`src/rtl/fp_norm_pkg.sv`:
```
// Shared types and constants for the fp_norm_round normalise/round pipeline.
package fp_norm_pkg;

  localparam int EMIN   = 1;
  localparam int FLAG_W = 4;

  typedef struct packed {
    logic ovf;
    logic unf;
    logic inexact;
    logic zero;
  } norm_flags_t;

endpackage

```
`src/rtl/fp_norm_round_rounder.sv`:
```
// Stage-2 combinational rounding and exponent fix-up for fp_norm_round.
// `FP_NORM_RNE_EN selects round-to-nearest-even; otherwise the mantissa is truncated.
module norm_rounder
  import fp_norm_pkg::*;
#(
  parameter int WIDTH = 24,
  parameter int EXP_W = 10,
  parameter int EXT   = 3
) (
  input  logic [WIDTH+EXT-1:0] man_s,
  input  logic [EXP_W-1:0]     exp_s,
  input  logic                 tiny,
  input  logic                 zero,
  output logic [WIDTH-1:0]     man,
  output logic [EXP_W-1:0]     exp,
  output norm_flags_t          flags
);

  // One extra exponent bit so a carry out of the top biased value is still visible.
  localparam logic [EXP_W:0] EXP_MAX = {1'b0, {EXP_W{1'b1}}};

  logic [WIDTH-1:0] kept;
  logic             inexact;
  logic [WIDTH-1:0] man_r;
  logic [EXP_W:0]   exp_r;
  logic             tiny_r;

  assign kept    = man_s[WIDTH+EXT-1:EXT];
  assign inexact = |man_s[EXT-1:0];

`ifdef FP_NORM_RNE_EN
  logic           g;
  logic           rs;
  logic           inc;
  logic [WIDTH:0] sum;

  always_comb begin
    g      = man_s[EXT-1];
    rs     = |man_s[EXT-2:0];
    inc    = g && (rs || kept[0]) && !zero;
    sum    = {1'b0, kept} + {{WIDTH{1'b0}}, inc};
    man_r  = sum[WIDTH-1:0];
    exp_r  = {1'b0, exp_s};
    tiny_r = tiny;
    if (sum[WIDTH]) begin
      man_r = {1'b1, {(WIDTH-1){1'b0}}};
      exp_r = exp_r + (EXP_W+1)'(1);
    end else if (tiny && sum[WIDTH-1]) begin
      // A subnormal that rounds up into the hidden bit becomes the smallest normal.
      exp_r  = (EXP_W+1)'(EMIN);
      tiny_r = 1'b0;
    end
  end
`else
  always_comb begin
    man_r  = kept;
    exp_r  = {1'b0, exp_s};
    tiny_r = tiny;
  end
`endif

  always_comb begin
    man           = man_r;
    exp           = exp_r[EXP_W-1:0];
    flags         = '0;
    flags.inexact = inexact;
    flags.zero    = zero;
    flags.unf     = tiny_r && inexact;
    if (exp_r >= EXP_MAX) begin
      flags.ovf = 1'b1;
      exp       = '1;
      man       = '0;
    end
  end

endmodule

```
`src/rtl/fp_norm_round.sv`:
```
// Two-stage normalise/round pipeline with valid/ready on both sides.
// Define FP_NORM_RNE_EN for round-to-nearest-even; default build truncates.
module fp_norm_round
  import fp_norm_pkg::*;
#(
  parameter int WIDTH = 24,
  parameter int EXP_W = 10,
  parameter int EXT   = 3
) (
  input  logic                       clk,
  input  logic                       rst_n,
  input  logic                       in_valid,
  output logic                       in_ready,
  input  logic                       in_sign,
  input  logic [EXP_W-1:0]           in_exp,
  input  logic [WIDTH+EXT-1:0]       in_man,
  input  logic [$clog2(WIDTH):0]     in_lz,
  output logic                       out_valid,
  input  logic                       out_ready,
  output logic                       out_sign,
  output logic [EXP_W-1:0]           out_exp,
  output logic [WIDTH-1:0]           out_man,
  output logic [FLAG_W-1:0]          out_flags
);

  localparam int               LZ_W    = $clog2(WIDTH) + 1;
  localparam int               MW      = WIDTH + EXT;
  localparam logic [EXP_W-1:0] EMIN_E  = EXP_W'(EMIN);
  localparam logic [LZ_W-1:0]  LZ_ZERO = LZ_W'(WIDTH);

  typedef struct packed {
    logic             sign;
    logic [EXP_W-1:0] exp;
    logic [MW-1:0]    man;
    logic             tiny;
    logic             zero;
  } s1_payload_t;

  logic             s1_v;
  logic             s2_v;
  logic             s2_adv;
  s1_payload_t      s1_d;
  s1_payload_t      s1_q;
  logic [EXP_W-1:0] lz_e;
  logic [EXP_W-1:0] span;
  logic [EXP_W-1:0] sh;
  logic [MW-1:0]    man_sh;
  logic [WIDTH-1:0] r_man;
  logic [EXP_W-1:0] r_exp;
  norm_flags_t      r_flags;

  assign s2_adv    = !s2_v || out_ready;
  assign in_ready  = !s1_v || s2_adv;
  assign out_valid = s2_v;

  // Stage 1: shift by lz, but never below EMIN; an all-zero mantissa is not shifted
  // so its G/R/S bits still report inexact.
  always_comb begin
    // NOTE: every output of a combinational block gets a default first so no path
    // through the block leaves a variable unassigned, which would infer a latch.
    sh   = '0;
    lz_e = EXP_W'(in_lz);
    span = in_exp - EMIN_E;
    if (in_lz != LZ_ZERO && in_exp > EMIN_E) begin
      sh = (lz_e < span) ? lz_e : span;
    end
    man_sh    = in_man << sh;
    s1_d.sign = in_sign;
    s1_d.man  = man_sh;
    s1_d.zero = (in_lz == LZ_ZERO);
    s1_d.tiny = !man_sh[MW-1];
    s1_d.exp  = s1_d.tiny ? '0 : (in_exp - sh);
  end

  // NOTE: state registers use non-blocking assignments so every flop samples the
  // pre-edge values, independent of the order the always_ff blocks are evaluated.
  always_ff @(posedge clk or negedge rst_n) begin
    if (!rst_n) begin
      s1_v <= 1'b0;
      // NOTE: payload registers are reset too; they are few, and it keeps the
      // pipeline contents deterministic after reset for debug.
      s1_q <= '0;
    end else if (in_ready) begin
      s1_v <= in_valid;
      if (in_valid) s1_q <= s1_d;
    end
  end

  norm_rounder #(
    .WIDTH (WIDTH),
    .EXP_W (EXP_W),
    .EXT   (EXT)
  ) u_rounder (
    .man_s (s1_q.man),
    .exp_s (s1_q.exp),
    .tiny  (s1_q.tiny),
    .zero  (s1_q.zero),
    .man   (r_man),
    .exp   (r_exp),
    .flags (r_flags)
  );

  // Stage 2 register doubles as the output; it only loads on a real beat so the
  // outputs hold while the consumer stalls.
  always_ff @(posedge clk or negedge rst_n) begin
    if (!rst_n) begin
      s2_v      <= 1'b0;
      out_sign  <= 1'b0;
      out_exp   <= '0;
      out_man   <= '0;
      out_flags <= '0;
    end else if (s2_adv) begin
      s2_v <= s1_v;
      if (s1_v) begin
        out_sign  <= s1_q.sign;
        out_exp   <= r_exp;
        out_man   <= r_man;
        out_flags <= r_flags;
      end
    end
  end

endmodule

```
`config.mk`:
```
export PLATFORM = sky130hd
export DESIGN_NAME = fp_norm_round
export DESIGN_NICKNAME = d
export VERILOG_FILES = /design/src/rtl/fp_norm_pkg.sv /design/src/rtl/fp_norm_round_rounder.sv /design/src/rtl/fp_norm_round.sv
export SDC_FILE = /design/constraint.sdc
export NUM_CORES = 1
export LEC_CHECK = 0
export CORE_UTILIZATION = 35
export CTS_CLUSTER_DIAMETER = 200
export DETAILED_ROUTE_END_ITERATION = 7
export GPL_ROUTABILITY_DRIVEN = 1
export SLEW_MARGIN = 10
export SYNTH_ARGS = -nofsm -noshare
export SYNTH_HDL_FRONTEND = slang
export SYNTH_SLANG_ARGS = --single-unit
```
`constraint.sdc`:
```
create_clock -name clk -period 2.98 [get_ports clk]
set_input_delay 0.298 -clock clk [delete_from_list [all_inputs] [get_ports clk]]
set_output_delay 0.298 -clock clk [all_outputs]
set_load 0.005 [all_outputs]
```
# Yosys cells after proc, flatten, opt, wreduce, memory -nomap -nowiden
# Cells that the tools add are included.
[word_totals] in_bits=48 elab_cells=35 ff_bits=81 output_inout_bits=41
[classes] shift=1 order_cmp=3 n_reduce_logical=10 n_addsub=2 n_mux=6 n_eq_ne=2
[ops] cell="2-to-1 mux 10 bit" count=4
[ops] cell="<< shifter 27 x 10 -> 27 bit" count=1
[ops] cell="2-to-1 mux 24 bit" count=1
[ops] cell=">= comparator 10 bit (second input constant)" count=1
[ops] cell="> comparator 10 x 1 -> 1 bit (second input constant)" count=1
[ops] cell="< comparator 6 x 10 -> 1 bit" count=1
[ops] cell="subtractor 10 x 1 -> 10 bit (second input constant)" count=1
[ops] cell="subtractor 10 bit" count=1
[ops] cell="equality test 6 x 5 -> 1 bit (second input constant)" count=1
[ops] cell="!= test 6 x 5 -> 1 bit (second input constant)" count=1
[ops] cell="AND reduction 2 bit" count=2
[ops] cell="zero test 1 bit" count=3
[ops] cell="OR reduction 3 bit" count=1
[ops] cell="logical AND 1 bit" count=2
[ops] cell="logical OR 1 bit" count=2
[ops] cell="2-to-1 mux 1 bit" count=1

# Logic depth before layout (Yosys ltp)
[depth] word_depth=6 ltp_mapped=25 ltp_nobuf=22

# Hierarchy
# From an unflattened synthesis, not the netlist that was laid out.
[unflattened] cells_unflattened=652 hier_area_um2=6087.1
[modules_own_cells] module="fp_norm_round" seq_area_each_um2=2026.9 instances=1 cells_each=577 area_per_inst_um2=5655.4
[modules_own_cells] module="norm_rounder" seq_area_each_um2=0.0 instances=1 cells_each=75 area_per_inst_um2=431.7

# Worst setup path after synthesis
# OpenSTA, ideal clock, no wires.
[synth_timing] path_type="in2reg" startpoint="input port in_exp[0]" endpoint="register s1_q[38] in the netlist's numbering" n_path_buf=4 setup_time_ns=0.099 stages=24 arrival_time_ns=4.394 setup_slack_ns=-1.514 required_time_ns=2.881 cell_sequence="inv_1 ha_1 clkbuf_1 nand2_1 xor2_1 ha_1 nand2_1 o21ai_0 o22a_1 buf_6 a21oi_2 a211oi_4 inv_2 buf_2 buf_1 ha_1 o21ai_0 a21boi_0 o21ai_0 a21oi_1 o21a_1 o21ai_0 and4_1 a311oi_1"
[synth_between] elab_chain_cells=6 word_cells_on_any_way=9
[synth_rtl] element="start, declared" line="fp_norm_round.sv:15" text="input logic [EXP_W-1:0] in_exp,"
[synth_rtl] element="subtractor 10 x 1 -> 10 bit" line="fp_norm_round.sv:63" text="span = in_exp - EMIN_E;"
[synth_rtl] element="< comparator 6 x 10 -> 1 bit" line="fp_norm_round.sv:65" text="sh = (lz_e < span) ? lz_e : span;"
[synth_rtl] element="2-to-1 mux 10 bit" line="fp_norm_round.sv:65"
[synth_rtl] element="2-to-1 mux 10 bit" line="fp_norm_round.sv:64" text="if (in_lz != LZ_ZERO && in_exp > EMIN_E) begin"
[synth_rtl] element="subtractor 10 bit or << shifter 27 x 10 -> 27 bit (tied branches)" line="fp_norm_round.sv:72, fp_norm_round.sv:67"
[synth_rtl] element="2-to-1 mux 10 bit (*)" line="fp_norm_round.sv:72" text="s1_d.exp = s1_d.tiny ? '0 : (in_exp - sh);"
[synth_rtl] element="end signal, assigned" line="fp_norm_round.sv:82" text="s1_q <= '0;"
[synth_rtl] element="end signal, assigned" line="fp_norm_round.sv:85" text="if (in_valid) s1_q <= s1_d;"
[synth_rtl] element="end, declared" line="fp_norm_round.sv:43" text="s1_payload_t s1_q;"
# Mark *: on every way between the ends. The rest lies on a longest branch, timed or not.
# A chain may end at the register's enable or synchronous reset.

# Worst setup path in the final report
[layout_timing] startpoint="input port in_exp[4]" endpoint="register s1_q[38] in the netlist's numbering"
# The elaborated chain is that of the path after synthesis.

==> results.md <==
* 1st-iter DRT viols at around 340
* Syn Area/Cell at approximately 9.2 um2
* Num rows at 44
* P per Cell Area at 417 nW/um2
* Skew-Pair Late Insertion Delay at approximately 330 ps
* Min Clock Period, post-route at 3490 ps
* Total global routing track utilization at 0.224
* Netlist cell types at 65
* RSZ-0062 raised after global routing: true
* Post-DR wirelength/cell at around 18 um
* CTS Root Cell: clkbuf_16
* Commonest non-fill, non-tap cells in the layout: buf_4, clkdlybuf4s50_1, dfrtp_1
* Biggest cell delay along the critical path at 290 ps
* Worst-case vdd ir drop at ~0.25 mV
* # diodes at 0
* Clk buf depth at 2
* I/O pin total at 89
* Pleak at 3.79 nW
* Fin nets at between 800 and 900
* CP bufs+invs at 3
* Final clock skew at 5.34 ps
* Pin count of the biggest net entering global routing at 82
* #FFs+latches synth at between 80 and 90
* TritonCTS clock tree: built
* Dpl hpwl at 12100 um
* CTS Hold Bufs at 0
* First-pass GRT wire length at about 27000 um
* Post-Syn Instances at 571
* Synth warn at 0
* Antenna violations before repair at 0
* Register area share after synthesis at 0.388
* Area delta synth->final at 68.0%
* H-tree levels at 3
* Max-cap violations at 0
* Input/output buffers at 88
* Routability Congestion at 0.882
* Arr. time, crit path at 3720 ps
* Routed wire length at 17800 um
* Clk sinks at 81
* Vias in the first global route at 5308
* Worst path required time at 3210 ps
* Critical path's most frequent cell: o21ai_2
* Drt pass-1 iters at 7
* Status: complete, but fails checks
* Worst Setup End Kind: flip-flop
* Total power at 3.66 mW
* Chip width at 124 um
* Fin crit share at 1.17
* Failing checks: setup timing
* Worst Max-Slew Pin Slew at 988 ps
* Worst Hold Class: primary input to async pin
* Final setup margin at -510 ps
* DIE AREA at 15400 um2
* DRC Markers at 0
* Slew Viols, Final at 0
* Detail Route Antenna Nets at 0
* Placeable Area at 14500 um2
* Relative slew margins at 0.341
* Layout cells sized above 1 at 0.386
* Initial Util at 0.360
* Clock slew at the register clock pins of the worst setup and hold paths at roughly 60 ps
* Detailed-route via count at 5625
* Die Ht at 124 um
* Crit Path Max Fanout at 6
* TritonCTS buffer count at 9
* Top Family by Delay on Critical Path: compound AO/OA/AOI/OAI gates
* Vias per inst at 5.66
* Fin. Hold Viols at 0
* Main flop type after synthesis: dfrtp_1
* WS Path Type: primary input to flip-flop
* Synth async-reset ratio at 1.00
* CP Launch Type: primary input
* Max frequency at 287 MHz
* EDFF count, synth at 0
* Commonest non-fill, non-tap cell in the layout: buf_4
* Slowest-stage cell, CP: ha_4
* Grt ovf at 0
* CP Cell Sequence: buf_8 > nor3_4 > nand2_2 > xor2_4 > ha_4 > nand4_1 > a21oi_2 > buf_4 > o22a_4 > nand2_4 > a31o_4 > inv_4 > ha_4 > nor2b_4 > o21ai_2 > a21boi_2 > o21ai_2 > a21oi_2 > o21a_1 > o21ai_2 > a221oi_2 > a311oi_1
* Setup TNS at -7680 ps
* Synthesized area at roughly 5200 um2
* Final setup vio count at 32
-- per-layer routing --
layer,vias up,GRT usage,part of all wire
met3,36,0.0266,0.048
met5,-,0,0
met1,2750,0.317,0.45
met2,194,0.352,0.48
met4,0,0.0774,0.024
li1,2645,-,-
-- cells by family (layout without fill, tap and decap cells) --
logic type / count (synthesis) / in the layout / synth area share
DFF: 81 / 81 / 0.388
AOI/OAI and AO/OA: 188 / 188 / 0.268
other: 1 / 3 / 0.000718
xor gates and xnor gates: 9 / 9 / 0.0151
and+or+nand+nor: 184 / 184 / 0.163
muxes: 42 / 42 / 0.0809
buffers and inverters: 49 / 286 / 0.0414
adders and majority gates: 17 / 17 / 0.0421
-- power by group --
| group | switching, mW | leakage [nW] | internal (mW) |
|---|---|---|---|
| combinational | 0.631 | 2.58 | 0.727 |
| clock | 0.417 | 0.124 | 0.557 |
| sequential | 0.0902 | 1.08 | 1.24 |
| total | 1.14 | 3.79 | 2.52 |
-- final cells by class --
cell class / count / area (um2)
inverter: 13 / 73.8
sequential: 81 / 2030
multi-input combinational: 443 / 3820
clock buffer: 10 / 229
clock inverter: 5 / 33.8
fill: 1223 / 5760
tap: 184 / 230
timing repair buffer: 258 / 2360
-- Yosys cell counts, drive strengths merged, types with 3 or more instances --
cell | n | share of area
a32oi | 6 | 0.010
a221oi | 3 | 0.0050
and3 | 6 | 0.0072
a21boi | 4 | 0.0065
buf | 13 | 0.015
mux2i | 40 | 0.077
ha | 16 | 0.038
nand2 | 79 | 0.057
clkbuf | 23 | 0.017
a311oi | 3 | 0.0062
xor2 | 4 | 0.0067
o21ai | 33 | 0.032
nand3 | 17 | 0.016
nor2 | 33 | 0.024
dfrtp | 81 | 0.39
a21o | 5 | 0.0072
inv | 13 | 0.0098
xnor2 | 5 | 0.0084
a41oi | 7 | 0.012
a211oi | 8 | 0.016
a21oi | 18 | 0.018
o211ai | 29 | 0.042
nor3 | 17 | 0.016
a31oi | 3 | 0.0036
a22oi | 22 | 0.032
and2 | 7 | 0.0084
nor4 | 7 | 0.0096
a22o | 30 | 0.050
nand4 | 5 | 0.0060
nand2b | 4 | 0.0048
-- registers in the layout, summed over array words and instances (netlist names) --
signal and cells:
s1_q 40, out_man 24, out_exp 10, out_flags 4, out_sign 1, out_valid 1
s1_v 1
-- through the flow --
stage                     worst slack (ps)  instances  hold WS, ps   util  area (um2)
final                                 -510        994          123  0.604        8780
after detailed placement             -1330        928          466  0.497        7230
after global placement               -1170        928          447  0.497        7230
after global routing                  -686        994          201  0.604        8780
after floorplan                       -837        573         2.41      -        5420
after CTS                             -513        977          176  0.561        8150
-- path summary, 6_finish.rpt --
kind | start | endpoint | slack [ps] | cells past startpoint
max in group asynchronous | rst_n | s1_q[13]$_DFFE_PN0P_ | 2210 | 1
worst max-delay path | in_exp[4] | s1_q[38]$_DFFE_PN0P_ | -510 | 22
worst min register to register | s1_q[39]$_DFFE_PN0P_ | out_sign$_DFFE_PN0P_ | 470 | 2
min in group clk | s1_q[39]$_DFFE_PN0P_ | out_sign$_DFFE_PN0P_ | 470 | 2
worst max register to register | s1_v$_DFFE_PN0N_ | s1_q[38]$_DFFE_PN0P_ | 550 | 11
worst min-delay path | rst_n | out_exp[6]$_DFFE_PN0P_ | 120 | 1
-- repair_timing --
item	4_1_cts	5_1_grt
setup endpoints to repair	38	38
pin swaps	50	62
gates resized for setup	108	103
gates cloned	2	3
buffers inserted	37	20
Note: power is estimated with default switching activity, not from simulation.
